**src/rtl/pipe_stage_reg.sv**
```systemverilog
`default_nettype none
// ============================================================================
// Module   : pipe_stage_reg
// Purpose  : Two-entry skid-buffered inter-stage register (IR, PC, sideband)
//            with valid/ready handshake, flush-to-bubble and derived PC+8.
//            Optional perf counters under `PIPE_STAGE_PERF_EN.
// Revision : 1.0 - initial release
// ============================================================================
module pipe_stage_reg #(
  parameter int          SIDE_W   = 8,
`ifdef PIPE_STAGE_PERF_EN
  parameter int          CNT_W    = 16,
`endif
  parameter logic [31:0] PC_RESET = 32'h0000_0000
) (
  input  logic              clk,
  input  logic              reset,
  input  logic              flush,
  input  logic              in_valid,
  output logic              in_ready,
  input  logic [31:0]       in_ir,
  input  logic [31:0]       in_pc,
  input  logic [SIDE_W-1:0] in_side,
  output logic              out_valid,
  input  logic              out_ready,
  output logic [31:0]       out_ir,
  output logic [31:0]       out_pc,
  output logic [SIDE_W-1:0] out_side,
`ifdef PIPE_STAGE_PERF_EN
  output logic [CNT_W-1:0]  stall_cnt,
  output logic [CNT_W-1:0]  bubble_cnt,
`endif
  output logic [31:0]       out_pc8
);

  logic              main_valid;
  logic [31:0]       main_ir;
  logic [31:0]       main_pc;
  logic [SIDE_W-1:0] main_side;
  logic              skid_valid;
  logic [31:0]       skid_ir;
  logic [31:0]       skid_pc;
  logic [SIDE_W-1:0] skid_side;

  logic accept;
  logic drain;

  assign in_ready = ~skid_valid;
  assign accept   = in_valid & in_ready;
  assign drain    = main_valid & out_ready;

  always_ff @(posedge clk or posedge reset) begin
    if (reset) begin
      main_valid <= 1'b0;
      main_ir    <= 32'd0;
      main_pc    <= PC_RESET;
      main_side  <= '0;
      skid_valid <= 1'b0;
      skid_ir    <= 32'd0;
      skid_pc    <= PC_RESET;
      skid_side  <= '0;
    end else if (flush) begin
      main_valid <= 1'b0;
      skid_valid <= 1'b0;
    end else if (!main_valid || drain) begin
      // Skid always holds the older instruction, so it refills main first.
      if (skid_valid) begin
        main_valid <= 1'b1;
        main_ir    <= skid_ir;
        main_pc    <= skid_pc;
        main_side  <= skid_side;
        skid_valid <= 1'b0;
      end else if (accept) begin
        main_valid <= 1'b1;
        main_ir    <= in_ir;
        main_pc    <= in_pc;
        main_side  <= in_side;
      end else begin
        main_valid <= 1'b0;
      end
    end else if (accept) begin
      skid_valid <= 1'b1;
      skid_ir    <= in_ir;
      skid_pc    <= in_pc;
      skid_side  <= in_side;
    end
  end

  assign out_valid = main_valid;
  assign out_ir    = main_valid ? main_ir   : 32'd0;
  assign out_pc    = main_valid ? main_pc   : PC_RESET;
  assign out_side  = main_valid ? main_side : '0;
  assign out_pc8   = out_pc + 32'd8;

`ifdef PIPE_STAGE_PERF_EN
  // Saturating counters; deliberately untouched by flush.
  always_ff @(posedge clk or posedge reset) begin
    if (reset) begin
      stall_cnt  <= '0;
      bubble_cnt <= '0;
    end else begin
      if (main_valid && !out_ready && (stall_cnt != {CNT_W{1'b1}}))
        stall_cnt <= stall_cnt + CNT_W'(1);
      if (!main_valid && (bubble_cnt != {CNT_W{1'b1}}))
        bubble_cnt <= bubble_cnt + CNT_W'(1);
    end
  end
`else
  // Performance counters are not built in this configuration.
`endif

endmodule
`default_nettype wire

```
**config.mk**
```make
export PLATFORM = sky130hd
export DESIGN_NAME = pipe_stage_reg
export DESIGN_NICKNAME = d
export VERILOG_FILES = /design/src/rtl/pipe_stage_reg.sv
export SDC_FILE = /design/constraint.sdc
export NUM_CORES = 1
export LEC_CHECK = 0
export ABC_AREA = 0
export BUFFER_PORTS_ARGS = -buffer_cell sky130_fd_sc_hd__buf_2
export CORE_UTILIZATION = 58
export CTS_CLUSTER_DIAMETER = 40
export DETAILED_ROUTE_END_ITERATION = 12
export PLACE_DENSITY = 0.93
export SYNTH_ARGS = -nofsm -noshare
export SYNTH_HDL_FRONTEND = slang
export SYNTH_SLANG_ARGS = --single-unit
```
**constraint.sdc**
```tcl
create_clock -name clk -period 8.47 [get_ports clk]
set_clock_uncertainty 0.15 [all_clocks]
set_input_delay 0.847 -clock clk [delete_from_list [all_inputs] [get_ports clk]]
set_output_delay 0.847 -clock clk [all_outputs]
set_load 0.01 [all_outputs]
```
Word-level counts from Yosys, hierarchy flattened
Index checks and enable logic that the tools add are counted.
{ "word_totals": {"output_inout_bits": 106, "elab_cells": 37, "register_bits": 146, "in_bits": 77} }
{ "classes": {"n_addsub": 1, "n_bitwise": 5, "muxes": 16, "reduce_logical": 7} }
{ "ops": {"columns": ["op", "count"], "rows": [
  ["$mux W32", 6],
  ["$add A32 B4 Y32 const B", 1],
  ["$mux W8", 3],
  ["$mux W1", 7],
  ["$reduce_and A3 Y1", 2],
  ["$reduce_bool A2 Y1", 2],
  ["$not A1 Y1", 3],
  ["$reduce_bool A3 Y1", 1],
  ["$and A1 B1 Y1", 2],
  ["$logic_not A1 Y1", 1],
  ["$logic_or A1 B1 Y1", 1]
]} }

Logic depth before layout (Yosys ltp)
Gate-level depths: netlist (run 1).
{ "depth": {"ltp_word": 6, "depth_mapped": 9, "ltp_nobuf": 6} }

Worst setup path after synthesis (run 1)
Ideal clock, no wire load.
{ "synth_timing": {"path_type": "flip-flop to output port", "start": "register main_valid, in the netlist out_valid", "end": "output out_pc8[15]", "t_required_ns": 7.473, "path_buffers": 3, "path_slack_ns": 5.026, "stages_incl_launch_ff": 10, "arrival_time_ns": 2.447, "cell_sequence": "dfrtp_1 buf_6 clkbuf_1 clkbuf_1 and2_1 ha_1 nand3_1 nor3_1 and3_1 xor2_1"} }
{ "synth_via": {"elab_chain_cells": 2} }
{ "synth_lines": {"columns": ["element", "line", "source"], "rows": [
  ["from (decl)", "36", "logic main_valid;"],
  ["from (signal assigned)", "54", "main_valid <= 1'b0;"],
  ["from (signal assigned)", "63", "main_valid <= 1'b0;"],
  ["from (signal assigned)", "68", "main_valid <= 1'b1;"],
  ["$mux W32", "91", "assign out_pc = main_valid ? main_pc : PC_RESET;"],
  ["via out_pc[4]", "27", "output logic [31:0] out_pc,"],
  ["$add A32 B4 Y32", "93", "assign out_pc8 = out_pc + 32'd8;"],
  ["to (decl)", "33", "output logic [31:0] out_pc8"]
]} }
The timed path passes the listed nets, and every way through them passes these cells.

Final worst setup path (run 1)
{ "layout_timing": {"start": "register main_valid, in the netlist out_valid", "end": "output out_pc8[15]"} }
{ "layout_via": {"elab_chain_cells": 2} }
{ "layout_lines": {"columns": ["element", "line"], "rows": [
  ["$mux W32", "91"],
  ["$add A32 B4 Y32", "93"]
]} }
No other way between the ends.

==> results of run 1 <==
==> Yosys cell counts, drive strengths merged, types with 9 or more instances <==
cell type and instances:
a21oi 73, and2 68, buf 27, clkbuf 16, dfrtp 146, inv 12, mux2 72, mux2i 72
nand2 9, nand3 16, nand4 11, nor2 81, nor3 10, xnor2 15, xor2 12
==> power by group through the flow <==
stage                     registers (mW)  logic, mW  clock network, mW
final                              0.940      0.354              0.837
after global placement             0.937      0.338                  0
after floorplan                    0.915      0.257                  0
after global routing               0.958      0.392              0.878
after detailed placement           0.948      0.355                  0
after CTS                          0.938      0.359              0.851
==> final cells by class <==
cell class / instances / area, µm² / share of cell area (%)
sequential: 146 / 3660 / 41.4
multi-input combinational: 459 / 3300 / 37.4
timing repair buffer: 187 / 948 / 10.7
clock buffer: 18 / 429 / 4.85
clock inverter: 14 / 236 / 2.68
tap: 168 / 210 / 2.38
inverter: 12 / 50.0 / 0.566
antenna: 1 / 2.50 / 0.0283
==> path summary, 6_finish.rpt <==
kind / endpoint / slack (ns)
max: out_pc8[15] / 4.55
min: skid_ir[8] / 0.35
max reg2reg: skid_ir[2] / 5.04
min reg2reg: skid_ir[24] / 0.35
max in group asynchronous: skid_valid / 6.29
min in group clk: skid_ir[24] / 0.35
==> metrics by stage <==
stage	instances	hold slack (ns)	cell area (µm²)	total power [mW]	util (%)
3_5_place_dp	972	0.344	8170	1.30	67.7
3_3_place_gp	972	0.337	8170	1.28	67.7
4_1_cts	1004	0.357	8840	2.15	73.3
2_1_floorplan	660	0.329	7190	1.17	-
5_1_grt	1004	0.365	8840	2.23	73.3
6_report	1005	0.346	8840	2.13	73.3
==> flip-flops by register name (all words and copies together) (netlist names) <==
signal      cells
skid_pc        32
main_pc        32
out_valid       1
skid_ir        32
skid_side       8
skid_valid      1
main_side       8
main_ir        32
==> per-layer routing <==
| metal | up-vias | global-route usage [%] | wire (µm) | share of wire (%) |
|---|---|---|---|---|
| li1 | 2591 | - | - | - |
| met3 | 37 | 5.62 | 763 | 4.8 |
| met5 | - | 0 | 0 | 0 |
| met1 | 2617 | 31.2 | 6670 | 42 |
| met4 | 0 | 13.3 | 397 | 2.5 |
| met2 | 190 | 44.6 | 8220 | 51 |
==> logic make-up after synthesis <==
kind of cell / count (synthesis) / share of synthesized area [%]
buffers and inverters: 55 / 3.51
adders and majority gates: 1 / 0.174
AOI/OAI and AO/OA: 73 / 5.08
xor gates and xnor gates: 27 / 3.29
and+or+nand+nor: 214 / 15.8
DFF: 146 / 50.8
muxes: 144 / 21.3
==> results.ini, run 1 <==
[synthesis]
yosys.area.top_type = dfrtp_1
syn_inst = 660
async_reset_ff_share_pct = 100
syn_nets = 738
synth_top_area_share_pct = 50.8
yosys-top-cells-area = dfrtp_1, mux2_2, mux2i_1
ys_seq_elements = 146
yosysSeqAreaShare_pct = 50.8
syn_area_um2 = 7190
synth_cell_type_count = 30
postSynthAreaPerCell_um2 = 10.9
synth_edf_count = 0
synth_warnings = 0
synthFlopType = dfrtp_1

[clocking]
cts_setup_buffers = 0
path_clk_slew_ns = 0.06
hold_buffers = 0
cts_buffer_depth = 2
clock_latency_ns = 0.42
ctsResizeCount = 0
cts-root-buf = clkbuf_16
cts_tree = done
htree_num_levels = 4
cts.sinks = 146
cts_made_buffers = 17

[floorplan]
die_width_um = 113
dieHeight_um = 113
initial_core_util_pct = 59.6
io_pins = 183
die_area_um2 = 12800
coreArea_um2 = 12100
rows = 40

[critical_path]
critPathTopFamily = simple AND/OR/NAND/NOR gates
cp-end-kind = output port
max_stage_delay_ns = 0.74
crit_required_ns = 7.47
worst-path-buf-inv = 1
crit_type = register to output port
worstSetupStartpoint = out_valid
crit_fanout = 39
critPathLaunchType = register
reg2reg_depth = 4
worst-path-stages = 7
path_cells = and2_1 -> ha_1 -> nand3_1 -> nor3_1 -> and3_1 -> xor2_1 -> buf_2
slowest_stage = dfrtp_2
reg2reg_from = out_valid
cp_data_arrival_time_ns = 2.93

[cells_and_area]
fin_nets = 901
drive_above_1_share_pct = 36.2
syn_to_final_growth_pct = 22.9
final_common_cell = buf_2
layout_common_cells = buf_2, dfrtp_1, nor2_1
n_fill_cell = 844

[pwr]
seq_power_share_pct = 44.1
irDropWorstVdd_uv = 191
power.internal_mw = 1.57
pwr-share-clk_pct = 39.3
p_sw_mw = 0.557
netSwitchingFraction_pct = 26.1
p_leak_nw = 4.08
combPwrFrac_pct = 16.6
powerDensity_nw_per_um2 = 241

[timing]
slew_headroom_pct = 26.2
hold_viol_final = 0
setup_ws_ns = 4.55
period_minus_slack_ns = 3.92
max_slew.worst_pin.slew_ns = 1.11
fin_setup_tns_ns = 0
maxSlewViolCount = 0
period_share_pct = 46.3
setup-violations-final = 0
rsz0062_at_grt = no
fmax_mhz = 255

[job]
maxCapViolCount = 0

[drt]
drt_pass1_iterations = 6
routed_wl_mm = 16.0
via_per_inst = 5.41
vias = 5435
avgRoutedWirePerCell_um = 16.0
drt.antenna.violating_nets = 0
drc = 0
drtIter0Drc = 428

[global_route]
overflow = 0
grt_usage_pct = 26.1
antenna_found_initial = 1
grt_pass1_wl_mm = 25.8
grt_max_degree = 99
first_global_vias = 5306

[hold_path]
hold_class = input port to asynchronous set/reset pin

[status]
status = complete, no violations

[placement]
dp_hpwl_mm = 10.6
place_congestion = 0.847
dp_slack_ns = 5.03
io_buffers = 182

(Power assumes the default switching activity.)
==> run 2: changes to the inputs <==
- CORE_UTILIZATION: 58 -> 54
- PLACE_DENSITY: 0.93 -> 0.88
- clock period: 8.47 -> 3.7 ns (I/O delays scaled with it)
==> results.ini, run 2 (synthesis gave the netlist of run 1 again) <==
[drt]
via_per_inst = 5.46
drt.antenna.violating_nets = 0
vias = 5520
drc = 0
drtIter0Drc = 339
drt_pass1_iterations = 5
routed_wl_mm = 16.1
avgRoutedWirePerCell_um = 15.9

[cells_and_area]
layout_common_cells = buf_2, dfrtp_1, nor2_1
final_common_cell = buf_2
fin_cells = 1011
syn_to_final_growth_pct = 22.7
drive_above_1_share_pct = 36.0
fin_nets = 907

[clocking]
ctsResizeCount = 0
htree_num_levels = 4
cts.sinks = 146
cts_made_buffers = 17
cts_tree = done
clock_latency_ns = 0.41
cts_buffer_depth = 2
cts-root-buf = clkbuf_16
path_clk_slew_ns = 0.06

[floorplan]
coreArea_um2 = 12800
initial_core_util_pct = 56.1
rows = 41
dieHeight_um = 117
die_width_um = 117
io_pins = 183
die_area_um2 = 13800

[status]
status = complete, no violations

[critical_path]
cp-end-kind = output port
critPathLaunchType = register
crit_type = register to output port
reg2reg_from = out_valid
reg2reg_depth = 5
crit_fanout = 57
rrSetupSlack_ns = 1.27
crit_required_ns = 3.18
r2r_end = skid_ir[30]
cp_data_arrival_time_ns = 2.65

[pwr]
seq_power_share_pct = 46.7
total_power_mw = 4.58
powerDensity_nw_per_um2 = 519
power.internal_mw = 3.36
pwr-share-clk_pct = 35.2
irDropWorstVdd_uv = 298
p_sw_mw = 1.22
combPwrFrac_pct = 18.1
netSwitchingFraction_pct = 26.7
p_leak_nw = 4.08

[global_route]
first_global_vias = 5326
grt_usage_pct = 24.0
grt_pass1_wl_mm = 26.1
antenna_found_initial = 1
overflow = 0
grt_max_degree = 99

[timing]
fmax_mhz = 315
period_minus_slack_ns = 3.17
rsz0062_at_grt = no
slew_headroom_pct = 54.6
max_slew.worst_pin.slew_ns = 0.681
fin_setup_tns_ns = 0
period_share_pct = 85.7
hold_viol_final = 0
setup-violations-final = 0
maxSlewViolCount = 0

[hold_path]
hold_class = input port to register
hold_end = out_valid
hold_path_depth = 2
holdCritStartpoint = flush

[placement]
dp_hpwl_mm = 11.0
dp_cells = 981
io_buffers = 182
place_congestion = 0.937

[job]
maxCapViolCount = 0

run 2: layout make-up:
| class | count | area [µm²] |
|---|---|---|
| clock buffer | 22 | 464 |
| multi-input combinational | 459 | 3300 |
| antenna | 1 | 2.50 |
| sequential | 146 | 3660 |
| fill | 1005 | 4000 |
| clock inverter | 6 | 83.8 |
| tap | 172 | 215 |
| inverter | 12 | 48.8 |
| timing repair buffer | 193 | 1050 |
run 2: routing by layer:
layer | up-vias | wire length, µm | GRT usage (%)
li1 | 2607 | - | -
met1 | 2696 | 6660 | 28.5
met2 | 183 | 8150 | 41.0
met3 | 34 | 905 | 6.18
met4 | 0 | 399 | 10.3
met5 | - | 0 | 0
run 2: per-stage QoR:
step | setup WS (ns) | instance area, µm² | hold WS [ns] | util, %
2_1_floorplan | 0.733 | 7200 | 0.283 | -
3_3_place_gp | 1.07 | 8260 | 0.336 | 64.4
3_5_place_dp | 0.993 | 8260 | 0.341 | 64.4
4_1_cts | 0.544 | 8820 | 0.0135 | 68.8
5_1_grt | 0.374 | 8820 | 0.0292 | 68.8
6_report | 0.527 | 8820 | 0.0369 | 68.8
run 2: worst max path at each step:
stage / from / slack, ns / to / depth (start not counted)
6_report: out_valid / 0.53 / out_pc8[20] / 6
5_1_grt: out_valid / 0.37 / out_pc8[15] / 6
4_1_cts: out_valid / 0.54 / out_pc8[20] / 6
3_5_place_dp: out_valid / 0.99 / out_pc8[20] / 6
3_3_place_gp: out_valid / 1.07 / out_pc8[20] / 6
2_1_floorplan: out_valid / 0.73 / out_pc8[15] / 9
run 2: critical path, stage by stage (launching register included):
cell and delay [ns]:
dfrtp_2 0.39, buf_4 0.43, nand4_2 0.24, or3_1 0.58, nor4_4 0.29, xnor2_1 0.16, buf_2 0.15
run 2: timing repair:
item | CTS | global route
endpoints found under the hold margin | 26 | 0
hold buffers | 1 | 0
setup buffers | 0 | 0
run 2: power groups by stage:
stage	clock network, mW	logic (mW)	registers, mW
final	1.61	0.829	2.14
after global routing	1.71	0.916	2.18
after CTS	1.64	0.840	2.14
after detailed placement	0	0.832	2.16
after global placement	0	0.803	2.14
after floorplan	0	0.589	2.09
